--- config.mk ---
export PLATFORM = sky130hd
export DESIGN_NAME = ps2_key_decoder
export DESIGN_NICKNAME = d
export VERILOG_FILES = /design/src/rtl/keyboard_pkg.sv /design/src/rtl/key_event_fifo.sv /design/src/rtl/ps2_key_decoder.sv
export SDC_FILE = /design/constraint.sdc
export NUM_CORES = 1
export LEC_CHECK = 0
export ABC_AREA = 1
export BUFFER_PORTS_ARGS = -buffer_cell sky130_fd_sc_hd__buf_2
export CELL_PAD_IN_SITES_DETAIL_PLACEMENT = 1
export CELL_PAD_IN_SITES_GLOBAL_PLACEMENT = 2
export CORE_MARGIN = 10
export CORE_UTILIZATION = 36
export DETAILED_ROUTE_END_ITERATION = 10
export PLACE_DENSITY_LB_ADDON = 0.25
export RECOVER_POWER = 50
export SLEW_MARGIN = 10
export SYNTH_ARGS = -nofsm -noshare
export SYNTH_HDL_FRONTEND = slang
export SYNTH_SLANG_ARGS = --single-unit
--- constraint.sdc ---
create_clock -name clk -period 5.1 [get_ports clk]
set_input_delay 1.02 -clock clk [delete_from_list [all_inputs] [get_ports clk]]
set_output_delay 1.02 -clock clk [all_outputs]
set_load 0.05 [all_outputs]
--- src/rtl/keyboard_pkg.sv ---
// Shared types, prefix/special-code constants and the set-2 scancode lookup
// used by the PS/2 key decoder.
package keyboard_pkg;

  typedef enum logic [2:0] {
    ST_IDLE,
    ST_EXT,
    ST_BRK,
    ST_EXT_BRK,
    ST_SKIP
  } prefix_state_e;

  typedef enum logic [2:0] {
    CLS_NONE,
    CLS_LETTER,
    CLS_SHIFT,
    CLS_PLAIN,
    CLS_SPECIAL,
    CLS_MOD
  } key_class_e;

  typedef struct packed {
    key_class_e cls;
    logic [6:0] code;
  } base_key_t;

  localparam logic [7:0] SC_E0 = 8'hE0;
  localparam logic [7:0] SC_F0 = 8'hF0;
  localparam logic [7:0] SC_E1 = 8'hE1;

  localparam logic [2:0] PAUSE_TAIL = 3'd7;

  localparam logic [6:0] K_LSHIFT = 7'h01;
  localparam logic [6:0] K_RSHIFT = 7'h02;
  localparam logic [6:0] K_LCTRL  = 7'h03;
  localparam logic [6:0] K_RCTRL  = 7'h04;
  localparam logic [6:0] K_LALT   = 7'h05;
  localparam logic [6:0] K_RALT   = 7'h06;
  localparam logic [6:0] K_INS    = 7'h10;
  localparam logic [6:0] K_HOME   = 7'h11;
  localparam logic [6:0] K_PGUP   = 7'h12;
  localparam logic [6:0] K_DEL    = 7'h13;
  localparam logic [6:0] K_END    = 7'h14;
  localparam logic [6:0] K_PGDN   = 7'h15;
  localparam logic [6:0] K_UP     = 7'h21;
  localparam logic [6:0] K_LEFT   = 7'h22;
  localparam logic [6:0] K_DOWN   = 7'h23;
  localparam logic [6:0] K_RIGHT  = 7'h24;
  localparam logic [6:0] K_CAPS   = 7'h25;

  function automatic base_key_t mk(input key_class_e cls, input logic [6:0] code);
    base_key_t r;
    r.cls  = cls;
    r.code = code;
    return r;
  endfunction

  // Letters are stored lowercase; keypad keys are CLS_PLAIN so shift never alters them.
  function automatic base_key_t scan_to_base(input logic [7:0] code, input logic ext);
    base_key_t r;
    r = mk(CLS_NONE, 7'h00);
    case ({ext, code})
      9'h01C: r = mk(CLS_LETTER, 7'h61);
      9'h032: r = mk(CLS_LETTER, 7'h62);
      9'h021: r = mk(CLS_LETTER, 7'h63);
      9'h023: r = mk(CLS_LETTER, 7'h64);
      9'h024: r = mk(CLS_LETTER, 7'h65);
      9'h02B: r = mk(CLS_LETTER, 7'h66);
      9'h034: r = mk(CLS_LETTER, 7'h67);
      9'h033: r = mk(CLS_LETTER, 7'h68);
      9'h043: r = mk(CLS_LETTER, 7'h69);
      9'h03B: r = mk(CLS_LETTER, 7'h6A);
      9'h042: r = mk(CLS_LETTER, 7'h6B);
      9'h04B: r = mk(CLS_LETTER, 7'h6C);
      9'h03A: r = mk(CLS_LETTER, 7'h6D);
      9'h031: r = mk(CLS_LETTER, 7'h6E);
      9'h044: r = mk(CLS_LETTER, 7'h6F);
      9'h04D: r = mk(CLS_LETTER, 7'h70);
      9'h015: r = mk(CLS_LETTER, 7'h71);
      9'h02D: r = mk(CLS_LETTER, 7'h72);
      9'h01B: r = mk(CLS_LETTER, 7'h73);
      9'h02C: r = mk(CLS_LETTER, 7'h74);
      9'h03C: r = mk(CLS_LETTER, 7'h75);
      9'h02A: r = mk(CLS_LETTER, 7'h76);
      9'h01D: r = mk(CLS_LETTER, 7'h77);
      9'h022: r = mk(CLS_LETTER, 7'h78);
      9'h035: r = mk(CLS_LETTER, 7'h79);
      9'h01A: r = mk(CLS_LETTER, 7'h7A);
      9'h016: r = mk(CLS_SHIFT, 7'h31);
      9'h01E: r = mk(CLS_SHIFT, 7'h32);
      9'h026: r = mk(CLS_SHIFT, 7'h33);
      9'h025: r = mk(CLS_SHIFT, 7'h34);
      9'h02E: r = mk(CLS_SHIFT, 7'h35);
      9'h036: r = mk(CLS_SHIFT, 7'h36);
      9'h03D: r = mk(CLS_SHIFT, 7'h37);
      9'h03E: r = mk(CLS_SHIFT, 7'h38);
      9'h046: r = mk(CLS_SHIFT, 7'h39);
      9'h045: r = mk(CLS_SHIFT, 7'h30);
      9'h00E: r = mk(CLS_SHIFT, 7'h60);
      9'h04E: r = mk(CLS_SHIFT, 7'h2D);
      9'h055: r = mk(CLS_SHIFT, 7'h3D);
      9'h054: r = mk(CLS_SHIFT, 7'h5B);
      9'h05B: r = mk(CLS_SHIFT, 7'h5D);
      9'h05D: r = mk(CLS_SHIFT, 7'h5C);
      9'h04C: r = mk(CLS_SHIFT, 7'h3B);
      9'h052: r = mk(CLS_SHIFT, 7'h27);
      9'h041: r = mk(CLS_SHIFT, 7'h2C);
      9'h049: r = mk(CLS_SHIFT, 7'h2E);
      9'h04A: r = mk(CLS_SHIFT, 7'h2F);
      9'h029: r = mk(CLS_PLAIN, 7'h20);
      9'h00D: r = mk(CLS_PLAIN, 7'h09);
      9'h066: r = mk(CLS_PLAIN, 7'h08);
      9'h05A: r = mk(CLS_PLAIN, 7'h0D);
      9'h15A: r = mk(CLS_PLAIN, 7'h0D);
      9'h076: r = mk(CLS_PLAIN, 7'h1B);
      9'h070: r = mk(CLS_PLAIN, 7'h30);
      9'h069: r = mk(CLS_PLAIN, 7'h31);
      9'h072: r = mk(CLS_PLAIN, 7'h32);
      9'h07A: r = mk(CLS_PLAIN, 7'h33);
      9'h06B: r = mk(CLS_PLAIN, 7'h34);
      9'h073: r = mk(CLS_PLAIN, 7'h35);
      9'h074: r = mk(CLS_PLAIN, 7'h36);
      9'h06C: r = mk(CLS_PLAIN, 7'h37);
      9'h075: r = mk(CLS_PLAIN, 7'h38);
      9'h07D: r = mk(CLS_PLAIN, 7'h39);
      9'h07C: r = mk(CLS_PLAIN, 7'h2A);
      9'h07B: r = mk(CLS_PLAIN, 7'h2D);
      9'h079: r = mk(CLS_PLAIN, 7'h2B);
      9'h071: r = mk(CLS_PLAIN, 7'h7F);
      9'h14A: r = mk(CLS_PLAIN, 7'h2F);
      9'h175: r = mk(CLS_SPECIAL, K_UP);
      9'h16B: r = mk(CLS_SPECIAL, K_LEFT);
      9'h172: r = mk(CLS_SPECIAL, K_DOWN);
      9'h174: r = mk(CLS_SPECIAL, K_RIGHT);
      9'h170: r = mk(CLS_SPECIAL, K_INS);
      9'h16C: r = mk(CLS_SPECIAL, K_HOME);
      9'h17D: r = mk(CLS_SPECIAL, K_PGUP);
      9'h171: r = mk(CLS_SPECIAL, K_DEL);
      9'h169: r = mk(CLS_SPECIAL, K_END);
      9'h17A: r = mk(CLS_SPECIAL, K_PGDN);
      9'h012: r = mk(CLS_MOD, K_LSHIFT);
      9'h059: r = mk(CLS_MOD, K_RSHIFT);
      9'h014: r = mk(CLS_MOD, K_LCTRL);
      9'h114: r = mk(CLS_MOD, K_RCTRL);
      9'h011: r = mk(CLS_MOD, K_LALT);
      9'h111: r = mk(CLS_MOD, K_RALT);
      9'h058: r = mk(CLS_MOD, K_CAPS);
      default: r = mk(CLS_NONE, 7'h00);
    endcase
    return r;
  endfunction

  function automatic logic [6:0] shift_char(input logic [6:0] c);
    logic [6:0] r;
    r = c;
    case (c)
      7'h31: r = 7'h21;
      7'h32: r = 7'h40;
      7'h33: r = 7'h23;
      7'h34: r = 7'h24;
      7'h35: r = 7'h25;
      7'h36: r = 7'h5E;
      7'h37: r = 7'h26;
      7'h38: r = 7'h2A;
      7'h39: r = 7'h28;
      7'h30: r = 7'h29;
      7'h2D: r = 7'h5F;
      7'h3D: r = 7'h2B;
      7'h5B: r = 7'h7B;
      7'h5D: r = 7'h7D;
      7'h5C: r = 7'h7C;
      7'h3B: r = 7'h3A;
      7'h27: r = 7'h22;
      7'h2C: r = 7'h3C;
      7'h2E: r = 7'h3E;
      7'h2F: r = 7'h3F;
      7'h60: r = 7'h7E;
      default: r = c;
    endcase
    return r;
  endfunction

endpackage

--- src/rtl/key_event_fifo.sv ---
// Show-ahead synchronous FIFO for decoded key events; a push into a full
// FIFO succeeds only when a pop happens in the same cycle.
module key_event_fifo #(
  parameter int WIDTH = 9,
  parameter int DEPTH = 8
) (
  input  logic             clk,
  input  logic             rst,
  input  logic             push_i,
  input  logic [WIDTH-1:0] push_data_i,
  input  logic             pop_i,
  output logic             valid_o,
  output logic [WIDTH-1:0] head_o,
  output logic             drop_o
);

  localparam int PTR_W = $clog2(DEPTH);
  localparam logic [PTR_W:0] FULL_CNT = (PTR_W + 1)'(DEPTH);

  logic [WIDTH-1:0] mem_q [DEPTH];
  logic [PTR_W-1:0] wr_ptr_q, rd_ptr_q;
  logic [PTR_W:0]   count_q;
  logic             empty, full, do_push, do_pop;

  assign empty   = (count_q == '0);
  assign full    = (count_q == FULL_CNT);
  assign do_pop  = pop_i && !empty;
  assign do_push = push_i && (!full || do_pop);
  assign drop_o  = push_i && !do_push;
  assign valid_o = !empty;
  // Zero while empty so the consumer never sees stale storage.
  assign head_o  = empty ? '0 : mem_q[rd_ptr_q];

  always_ff @(posedge clk) begin
    if (do_push) mem_q[wr_ptr_q] <= push_data_i;
  end

  always_ff @(posedge clk) begin
    if (rst) begin
      wr_ptr_q <= '0;
      rd_ptr_q <= '0;
      count_q  <= '0;
    end else begin
      if (do_push) wr_ptr_q <= wr_ptr_q + 1'b1;
      if (do_pop)  rd_ptr_q <= rd_ptr_q + 1'b1;
      case ({do_push, do_pop})
        2'b10:   count_q <= count_q + 1'b1;
        2'b01:   count_q <= count_q - 1'b1;
        default: count_q <= count_q;
      endcase
    end
  end

endmodule

--- src/rtl/ps2_key_decoder.sv ---
// PS/2 set-2 scancode decoder: prefix tracking, modifier/CapsLock state and
// ASCII/special event generation into a valid/ready event FIFO.
module ps2_key_decoder
  import keyboard_pkg::*;
#(
  parameter int KEY_W        = 8,
  parameter int FIFO_DEPTH   = 8,
  parameter bit EMIT_RELEASE = 1'b0,
  parameter bit EMIT_MODS    = 1'b0
) (
  input  logic             clk,
  input  logic             rst,
  input  logic             scan_valid,
  input  logic [7:0]       scan_code,
  output logic             key_valid,
  input  logic             key_ready,
  output logic [KEY_W-1:0] key_data,
  output logic             key_release,
  output logic             mod_shift,
  output logic             mod_ctrl,
  output logic             mod_alt,
  output logic             caps_lock,
  output logic             overflow
);

  prefix_state_e state_q, state_d;
  logic [2:0]    skip_q, skip_d;
  logic          lshift_q, lshift_d, rshift_q, rshift_d;
  logic          lctrl_q, lctrl_d, rctrl_q, rctrl_d;
  logic          lalt_q, lalt_d, ralt_q, ralt_d;
  logic          caps_q, caps_d, caps_held_q, caps_held_d;
  logic          overflow_q;

  logic          key_strobe, key_break, key_ext;
  base_key_t     base_key;
  logic [6:0]    code7;
  logic          special;
  logic [7:0]    code8;
  logic [KEY_W-1:0] ev_code;
  logic          push, drop;
  logic          shift_now, ctrl_now;

  always_comb begin
    state_d    = state_q;
    skip_d     = skip_q;
    key_strobe = 1'b0;
    key_break  = 1'b0;
    key_ext    = 1'b0;
    if (scan_valid) begin
      case (state_q)
        ST_IDLE: begin
          if (scan_code == SC_E0) state_d = ST_EXT;
          else if (scan_code == SC_F0) state_d = ST_BRK;
          else if (scan_code == SC_E1) begin
            state_d = ST_SKIP;
            skip_d  = PAUSE_TAIL;
          end else key_strobe = 1'b1;
        end
        ST_EXT: begin
          if (scan_code == SC_F0) state_d = ST_EXT_BRK;
          else if (scan_code != SC_E0) begin
            key_strobe = 1'b1;
            key_ext    = 1'b1;
            state_d    = ST_IDLE;
          end
        end
        ST_BRK: begin
          key_strobe = 1'b1;
          key_break  = 1'b1;
          state_d    = ST_IDLE;
        end
        ST_EXT_BRK: begin
          key_strobe = 1'b1;
          key_break  = 1'b1;
          key_ext    = 1'b1;
          state_d    = ST_IDLE;
        end
        ST_SKIP: begin
          skip_d = skip_q - 1'b1;
          if (skip_q <= 3'd1) state_d = ST_IDLE;
        end
        default: state_d = ST_IDLE;
      endcase
    end
  end

  assign shift_now = lshift_q | rshift_q;
  assign ctrl_now  = lctrl_q | rctrl_q;

  // Event code uses the modifier state held before this byte takes effect.
  always_comb begin
    base_key    = scan_to_base(scan_code, key_ext);
    code7       = base_key.code;
    special     = 1'b0;
    lshift_d    = lshift_q;
    rshift_d    = rshift_q;
    lctrl_d     = lctrl_q;
    rctrl_d     = rctrl_q;
    lalt_d      = lalt_q;
    ralt_d      = ralt_q;
    caps_d      = caps_q;
    caps_held_d = caps_held_q;
    case (base_key.cls)
      CLS_LETTER: begin
        if (ctrl_now) code7 = base_key.code & 7'h1F;
        else if (shift_now ^ caps_q) code7 = base_key.code & 7'h5F;
      end
      CLS_SHIFT: if (shift_now) code7 = shift_char(base_key.code);
      CLS_SPECIAL, CLS_MOD: special = 1'b1;
      default: ;
    endcase
    if (key_strobe && base_key.cls == CLS_MOD) begin
      case (base_key.code)
        K_LSHIFT: lshift_d = !key_break;
        K_RSHIFT: rshift_d = !key_break;
        K_LCTRL:  lctrl_d  = !key_break;
        K_RCTRL:  rctrl_d  = !key_break;
        K_LALT:   lalt_d   = !key_break;
        K_RALT:   ralt_d   = !key_break;
        K_CAPS: begin
          if (key_break) caps_held_d = 1'b0;
          else begin
            if (!caps_held_q) caps_d = !caps_q;
            caps_held_d = 1'b1;
          end
        end
        default: ;
      endcase
    end
  end

  assign push = key_strobe && (base_key.cls != CLS_NONE) &&
                (!key_break || EMIT_RELEASE) &&
                ((base_key.cls != CLS_MOD) || EMIT_MODS);

  // At KEY_W=7 the special flag bit is simply truncated away.
  assign code8   = {special, code7};
  assign ev_code = code8[KEY_W-1:0];

  always_ff @(posedge clk) begin
    if (rst) begin
      state_q     <= ST_IDLE;
      skip_q      <= '0;
      lshift_q    <= 1'b0;
      rshift_q    <= 1'b0;
      lctrl_q     <= 1'b0;
      rctrl_q     <= 1'b0;
      lalt_q      <= 1'b0;
      ralt_q      <= 1'b0;
      caps_q      <= 1'b0;
      caps_held_q <= 1'b0;
      overflow_q  <= 1'b0;
    end else begin
      state_q     <= state_d;
      skip_q      <= skip_d;
      lshift_q    <= lshift_d;
      rshift_q    <= rshift_d;
      lctrl_q     <= lctrl_d;
      rctrl_q     <= rctrl_d;
      lalt_q      <= lalt_d;
      ralt_q      <= ralt_d;
      caps_q      <= caps_d;
      caps_held_q <= caps_held_d;
      overflow_q  <= overflow_q | drop;
    end
  end

  key_event_fifo #(
    .WIDTH(KEY_W + 1),
    .DEPTH(FIFO_DEPTH)
  ) u_fifo (
    .clk        (clk),
    .rst        (rst),
    .push_i     (push),
    .push_data_i({key_break, ev_code}),
    .pop_i      (key_ready),
    .valid_o    (key_valid),
    .head_o     ({key_release, key_data}),
    .drop_o     (drop)
  );

  assign mod_shift = shift_now;
  assign mod_ctrl  = ctrl_now;
  assign mod_alt   = lalt_q | ralt_q;
  assign caps_lock = caps_q;
  assign overflow  = overflow_q;

endmodule

=== Word level (Yosys, flattened, before mapping) ===
Memory sizes are Yosys's and may differ from the RTL's. A register that Yosys moved wholly into a read port is not among the register bits.
Cells that the tools add are included.

* Register bits after elaboration: 25
* RAM bits: 72
* Input bits: 12
* Logic and storage cells: 230
* Memories kept: 1

{| class="wikitable"
|+ Memory list
! memory !! depth !! bits a word !! rd ports !! clocked after Yosys merged registers in !! write ports !! line !! text
|-
| u_fifo.mem_q || 8 || 9 || 1 || 1 || 1 || key_event_fifo.sv:20 || <nowiki>logic [WIDTH-1:0] mem_q [DEPTH];</nowiki>
|}

* Add/sub/neg operators: 5
* $lt $le $gt $ge: 1
* Equality and inequality tests: 135
* Mux-type cells: 36
* Bitwise gates (word level): 7
* Reduce and logical (&&, ||, !) cells: 31

{| class="wikitable"
|+ Operator list
! kind !! count
|-
| one-hot mux 10 bit (84 select lines) || 1
|-
| equality test 9 x 7 -> 1 bit, second input constant || 36
|-
| equality test 9 x 6 -> 1 bit, second input constant || 23
|-
| one-hot mux 7 bit (21 select lines) || 1
|-
| equality test 7 x 6 -> 1 bit, second input constant || 18
|-
| equality test 9 bit, second input constant || 14
|-
| equality test 9 x 5 -> 1 bit, second input constant || 10
|-
| 2-to-1 mux 3 bit || 11
|-
| equality test 7 bit, second input constant || 4
|-
| equality test 8 bit, second input constant || 3
|-
| equality test 7 x 3 -> 1 bit, second input constant || 3
|-
| equality test 9 x 4 -> 1 bit, second input constant || 2
|-
| equality test 7 x 2 -> 1 bit, second input constant || 2
|-
| 2-to-1 mux 7 bit || 2
|-
| one-hot mux 7 bit (2 select lines) || 1
|-
| AND reduction 2 bit || 7
|-
| 2-to-1 mux 1 bit || 13
|-
| equality test 3 x 2 -> 1 bit, second input constant || 3
|-
| equality test 3 bit, second input constant || 3
|-
| 2-to-1 mux 9 bit || 1
|-
| one-hot mux 3 bit (3 select lines) || 1
|-
| != test 2 bit, second input constant || 4
|-
| != test 8 bit, second input constant || 1
|-
| one-hot mux 4 bit (2 select lines) || 1
|-
| other kinds (29) || 50
|}

=== Longest topological paths before layout ===
* Depth after elaboration: 16
* Depth in mapped cells: 27
* Mapped depth without buffers: 25

=== Cells and area by module ===
Synthesis repeated with hierarchy kept, for this count alone.

* Cells, all modules: 957
* Area, all modules: 6886.6 um^2

{| class="wikitable"
|+ By module, submodules not included
! module !! times used !! cells an instance !! area an instance (um^2) !! sequential area each (um^2)
|-
| key_event_fifo || 1 || 310 || 3602.2 || 2422.3
|-
| ps2_key_decoder || 1 || 647 || 3284.4 || 300.3
|}

=== Worst setup path before layout ===
OpenSTA, ideal clock, no wires.

* Path type: input to register
* Start point: input scan_code[1]
* End point: memory u_fifo.mem_q[4][0], enable pin
* Library setup time: 387 ps
* Arrival time: 3547 ps
* Setup slack: 1166 ps
* Stages: 19
* Cells stage by stage: inv_1 > nand2_1 > nor2_2 > nand2_1 > nand2_2 > nand2_4 > nand2_4 > buf_6 > buf_2 > nand3_1 > nand2_1 > nor2_1 > nand4_1 > nor3_2 > nand4_1 > nand3_2 > nor2_1 > nand2_1 > nor3_1

* Cells in the longest elaborated chain, start to end: 15

{| class="wikitable"
|+ Ends and longest elaborated chain
! element !! line !! text
|-
| start, declared || ps2_key_decoder.sv:14 || <nowiki>input logic [7:0] scan_code,</nowiki>
|-
| != test 8 bit || ps2_key_decoder.sv:61 || <nowiki>else if (scan_code != SC_E0) begin</nowiki>
|-
| 2-to-1 mux 1 bit || ps2_key_decoder.sv:61 ||
|-
| 2-to-1 mux 1 bit || ps2_key_decoder.sv:60 || <nowiki>if (scan_code == SC_F0) state_d = ST_EXT_BRK;</nowiki>
|-
| one-hot mux 1 bit (2 select lines) || ps2_key_decoder.sv:50 || <nowiki>case (state_q)</nowiki>
|-
| 2-to-1 mux 1 bit || ps2_key_decoder.sv:49 || <nowiki>if (scan_valid) begin</nowiki>
|-
| equality test 9 bit or equality test 9 x 7 -> 1 bit (tied branches) || keyboard_pkg.sv:62 || <nowiki>case ({ext, code})</nowiki>
|-
| OR reduction 2 bit (no line) || n/a ||
|-
| one-hot mux 10 bit (84 select lines) || keyboard_pkg.sv:62 ||
|-
| nonzero test 3 bit || ps2_key_decoder.sv:132 || <nowiki>assign push = key_strobe && (base_key.cls != CLS_NONE) &&</nowiki>
|-
| logical AND 1 bit (2 in a row) || ps2_key_decoder.sv:132 ||
|-
| logical AND 1 bit * || ps2_key_decoder.sv:133 || <nowiki>(!key_break || EMIT_RELEASE) &&</nowiki>
|-
| logical AND 1 bit * || key_event_fifo.sv:28 || <nowiki>assign do_push = push_i && (!full || do_pop);</nowiki>
|-
| 2-to-1 mux 1 bit * || key_event_fifo.sv:35 || <nowiki>if (do_push) mem_q[wr_ptr_q] <= push_data_i;</nowiki>
|-
| 2-to-1 mux 1 bit (not written as such) * || key_event_fifo.sv:35 ||
|-
| end, declared || key_event_fifo.sv:20 ||
|}

Every way passes the cells marked *; elsewhere a longest branch is shown, timed or not.

=== Worst setup path after layout ===
* Start point: input scan_code[1]
* End point: memory u_fifo.mem_q[7][0], enable pin

Same word-level chain as after synthesis.

==> impl_metrics.ini <==
[critical_path]
cp.buffers_inverters = 5
rr_startpoint = state_q[2]$_SDFFE_PP0P_
cp_num_cells = 20
crit_slowest_cell = clkbuf_1
crit_required_ns = 5.08
crit_type = input pin to register
critPathMaxStageDelay_ns = 0.57
critical_path_peak_fanout = 59
reg2regPathDepth = 21
cp-start-kind = input pin
reg2reg_slack_ns = 1.13
path_cells = buf_2, inv_1, nand2_1, nor2_1, nand2_1, nand2_2, nand2_4, nand2_4, buf_12, nand3_1, nand2_1, nor2_1, nand4_1, nor3_2, nand4_1, nand4_1, nor2_1, inv_1, nor3_1, clkbuf_1
worstPathArrival_ns = 4.55
cpLargestDelayFamily = simple AND/OR/NAND/NOR gates
regToRegEndpoint = u_fifo.count_q[3]$_SDFFE_PP0P_
endpoint_kind = register

[power_and_ir_drop]
p_per_area_nw_per_um2 = 417.7
p_leak_nw = 3.188
peakVddDrop_mv = 0.3308

[global_route]
grt_usage_pct = 18.14
grt.overflow.total = 0
grt_max_degree = 60
grt_pass1_wl_um = 35270
antenna_found_initial = 0
grt_pass1_vias = 6616

[routing]
vias = 6404
ant_nets = 0
viasPerCell = 5.400
wire_per_inst_um = 18.52
finalWirelength_um = 21970
firstDrtPassIters = 5
drtIter0Drc = 262
drc = 0

[finish]
nets = 971
antenna_cells = 0
area_growth_pct = 10.80
design_area_um2 = 7327
layout-drive-gt1-share_pct = 8.464
fillers = 2294

[die]
rows = 49
die-area_um2 = 24190
pin_count = 27
die_height_um = 155.5
initial_core_util_pct = 36.69
die-width_um = 155.5
design.core.area_um2 = 18020

[timing]
rsz0062_at_grt = no
final-max-slew-violation-count = 0
min_period_over_period_pct = 89.57
fin_skew_ns = 0.009635
hold_violations = 0
max_freq_mhz = 218.9
relSlewSlack_pct = 30.34
setup_viol = 0
hold_ws_ns = 0.4634
timing.setup.tns_ns = 0
worst_pin_slew_ns = 1.044
finalCriticalPeriod_ns = 4.568

[synthesis]
synth-async-reset-ratio_pct = 0
synthCells = 923
synth_compound_area_share_pct = 15.86
synthTopCellsByCount = nor2_1, nand2_1, o21ai_0, inv_1, edfxtp_1
syn-num-nets = 942
synth_most_common_cell = nor2_1
synth-seq-cells = 100
muxShareOfSynthArea_pct = 0
synth_edf_count = 72
synth_flop_cell = edfxtp_1
seq_area_frac_synth_pct = 41.17
post_synth_num_cell_types = 45
synth-xor-area-share_pct = 0.2649
synth_area_leaders = edfxtp_1, nor2_1, nand2_1, dfxtp_1, o21ai_0
synth_top_area_share_pct = 32.70
synth_warnings = 0
synth_top_family_by_area = simple AND/OR/NAND/NOR gates
yosys.area_share.simple_pct = 33.89
synth_fa_ha_area_share_pct = 1.438
syn_area_um2 = 6613
avgSynthCellArea_um2 = 7.164
yosysTopAreaCell = edfxtp_1

[clocking]
cts_hold_buffers = 0
cts_sinks = 100
numCtsBuffers = 9
cts_setup_buffers = 0
clk_path_buf_depth = 2
postCtsResizedCells = 0
htreeDepth = 3
root_buffer = clkbuf_16
cts_tree = yes
clkTransAtPathRegs_ns = 0.07
worst_skew_pair.late_latency_ns = 0.35

[min_path]
hold_class = register to register
hold_path_depth = 2
min_from = u_fifo.rd_ptr_q[2]$_SDFFE_PP0P_

[run]
cap_violations = 0

[placed_design]
dp_hpwl_um = 16450
portBuffers = 26
gp_congestion = 0.9147
placed_cell_area_um2 = 7038

[status]
outcome = finished clean
[power by group]
part           total (mW)  internal, mW  switching, mW
combinational        1.29         0.311          0.976
clock               0.760         0.443          0.317
sequential           1.01         0.963         0.0505
total                3.06          1.72           1.34
[cell usage in the layout (no fill, tap or decap), types with 6 or more instances in the layout]
master,synthesis,routed
nand4_1,17,17
dfxtp_1,28,28
clkbuf_1,16,20
nand3_1,60,60
o22ai_1,9,9
nor2_1,217,220
buf_4,0,14
clkbuf_16,0,9
o21ai_0,100,101
inv_1,84,85
o31ai_1,10,10
nor3_1,21,21
nand2_1,162,162
ha_1,6,6
a21oi_1,25,25
nand3_2,6,6
edfxtp_1,72,72
a31oi_1,11,11
buf_2,6,9
nor2_2,9,7
[how the worst max path moves through the flow]
stage	startpoint	to	slack (ns)
2_1_floorplan	scan_code[1]	u_fifo.mem_q[4][0]$_DFFE_PP_	1.17
3_3_place_gp	scan_code[1]	u_fifo.count_q[3]$_SDFFE_PP0P_	0.38
3_5_place_dp	scan_code[1]	u_fifo.count_q[3]$_SDFFE_PP0P_	0.29
4_1_cts	scan_code[1]	u_fifo.count_q[3]$_SDFFE_PP0P_	0.64
5_1_grt	scan_code[0]	u_fifo.count_q[3]$_SDFFE_PP0P_	0.08
6_report	scan_code[1]	u_fifo.mem_q[7][0]$_DFFE_PP_	0.53
[sequential cells by signal (all words and copies together) (netlist names), 3 cells and up, named ones only]
name             cells
u_fifo.wr_ptr_q      3
u_fifo.rd_ptr_q      3
skip_q               3
u_fifo.count_q       4
state_q              3
u_fifo.mem_q        72
[layout make-up]
cell class	count	area (um2)	area share, %
clock buffer	9	225.2	3.074
clock inverter	7	111.4	1.520
inverter	91	341.6	4.662
multi-input combinational	705	3390	46.26
sequential	100	2723	37.16
tap	229	286.5	3.911
timing repair buffer	45	250.2	3.415
[worst min-delay path, delay by kind of cell, from the launching register on]
| family | cells | cell delay [ns] |
|---|---|---|
| DFF | 1 | 0.31 |
| AOI/OAI and AO/OA | 1 | 0.06 |
| buffers and inverters | 1 | 0.05 |
[per-layer routing]
layer  GRT usage (%)  vias up  part of all wire [%]
met3           2.481       37                   2.9
li1                -     3188                     -
met1           21.67     3072                    44
met2           32.32      107                    51
met4           6.729        0                   2.8
met5               0        -                     0
[stage by stage]
stage	power [mW]	setup slack [ns]	std cells	util, %
CTS	3.116	0.6422	1186	40.91
global route	3.278	0.07802	1186	40.65
global placement	2.329	0.3809	1170	39.05
detailed placement	2.349	0.2939	1170	39.05
floorplan	2.003	1.166	923	-
finish	3.061	0.5317	1186	40.65
[cell families (layout without fill, tap and decap cells)]
| logic type | after synthesis | after routing |
|---|---|---|
| buffers and inverters | 118 | 152 |
| flip-flops | 100 | 100 |
| adder cells (fa/ha/maj) | 7 | 7 |
| XOR/XNOR | 2 | 2 |
| AND/OR/NAND/NOR | 513 | 513 |
| AO/OA/AOI/OAI | 183 | 183 |
No activity file was read; power rests on OpenSTA's default activity.
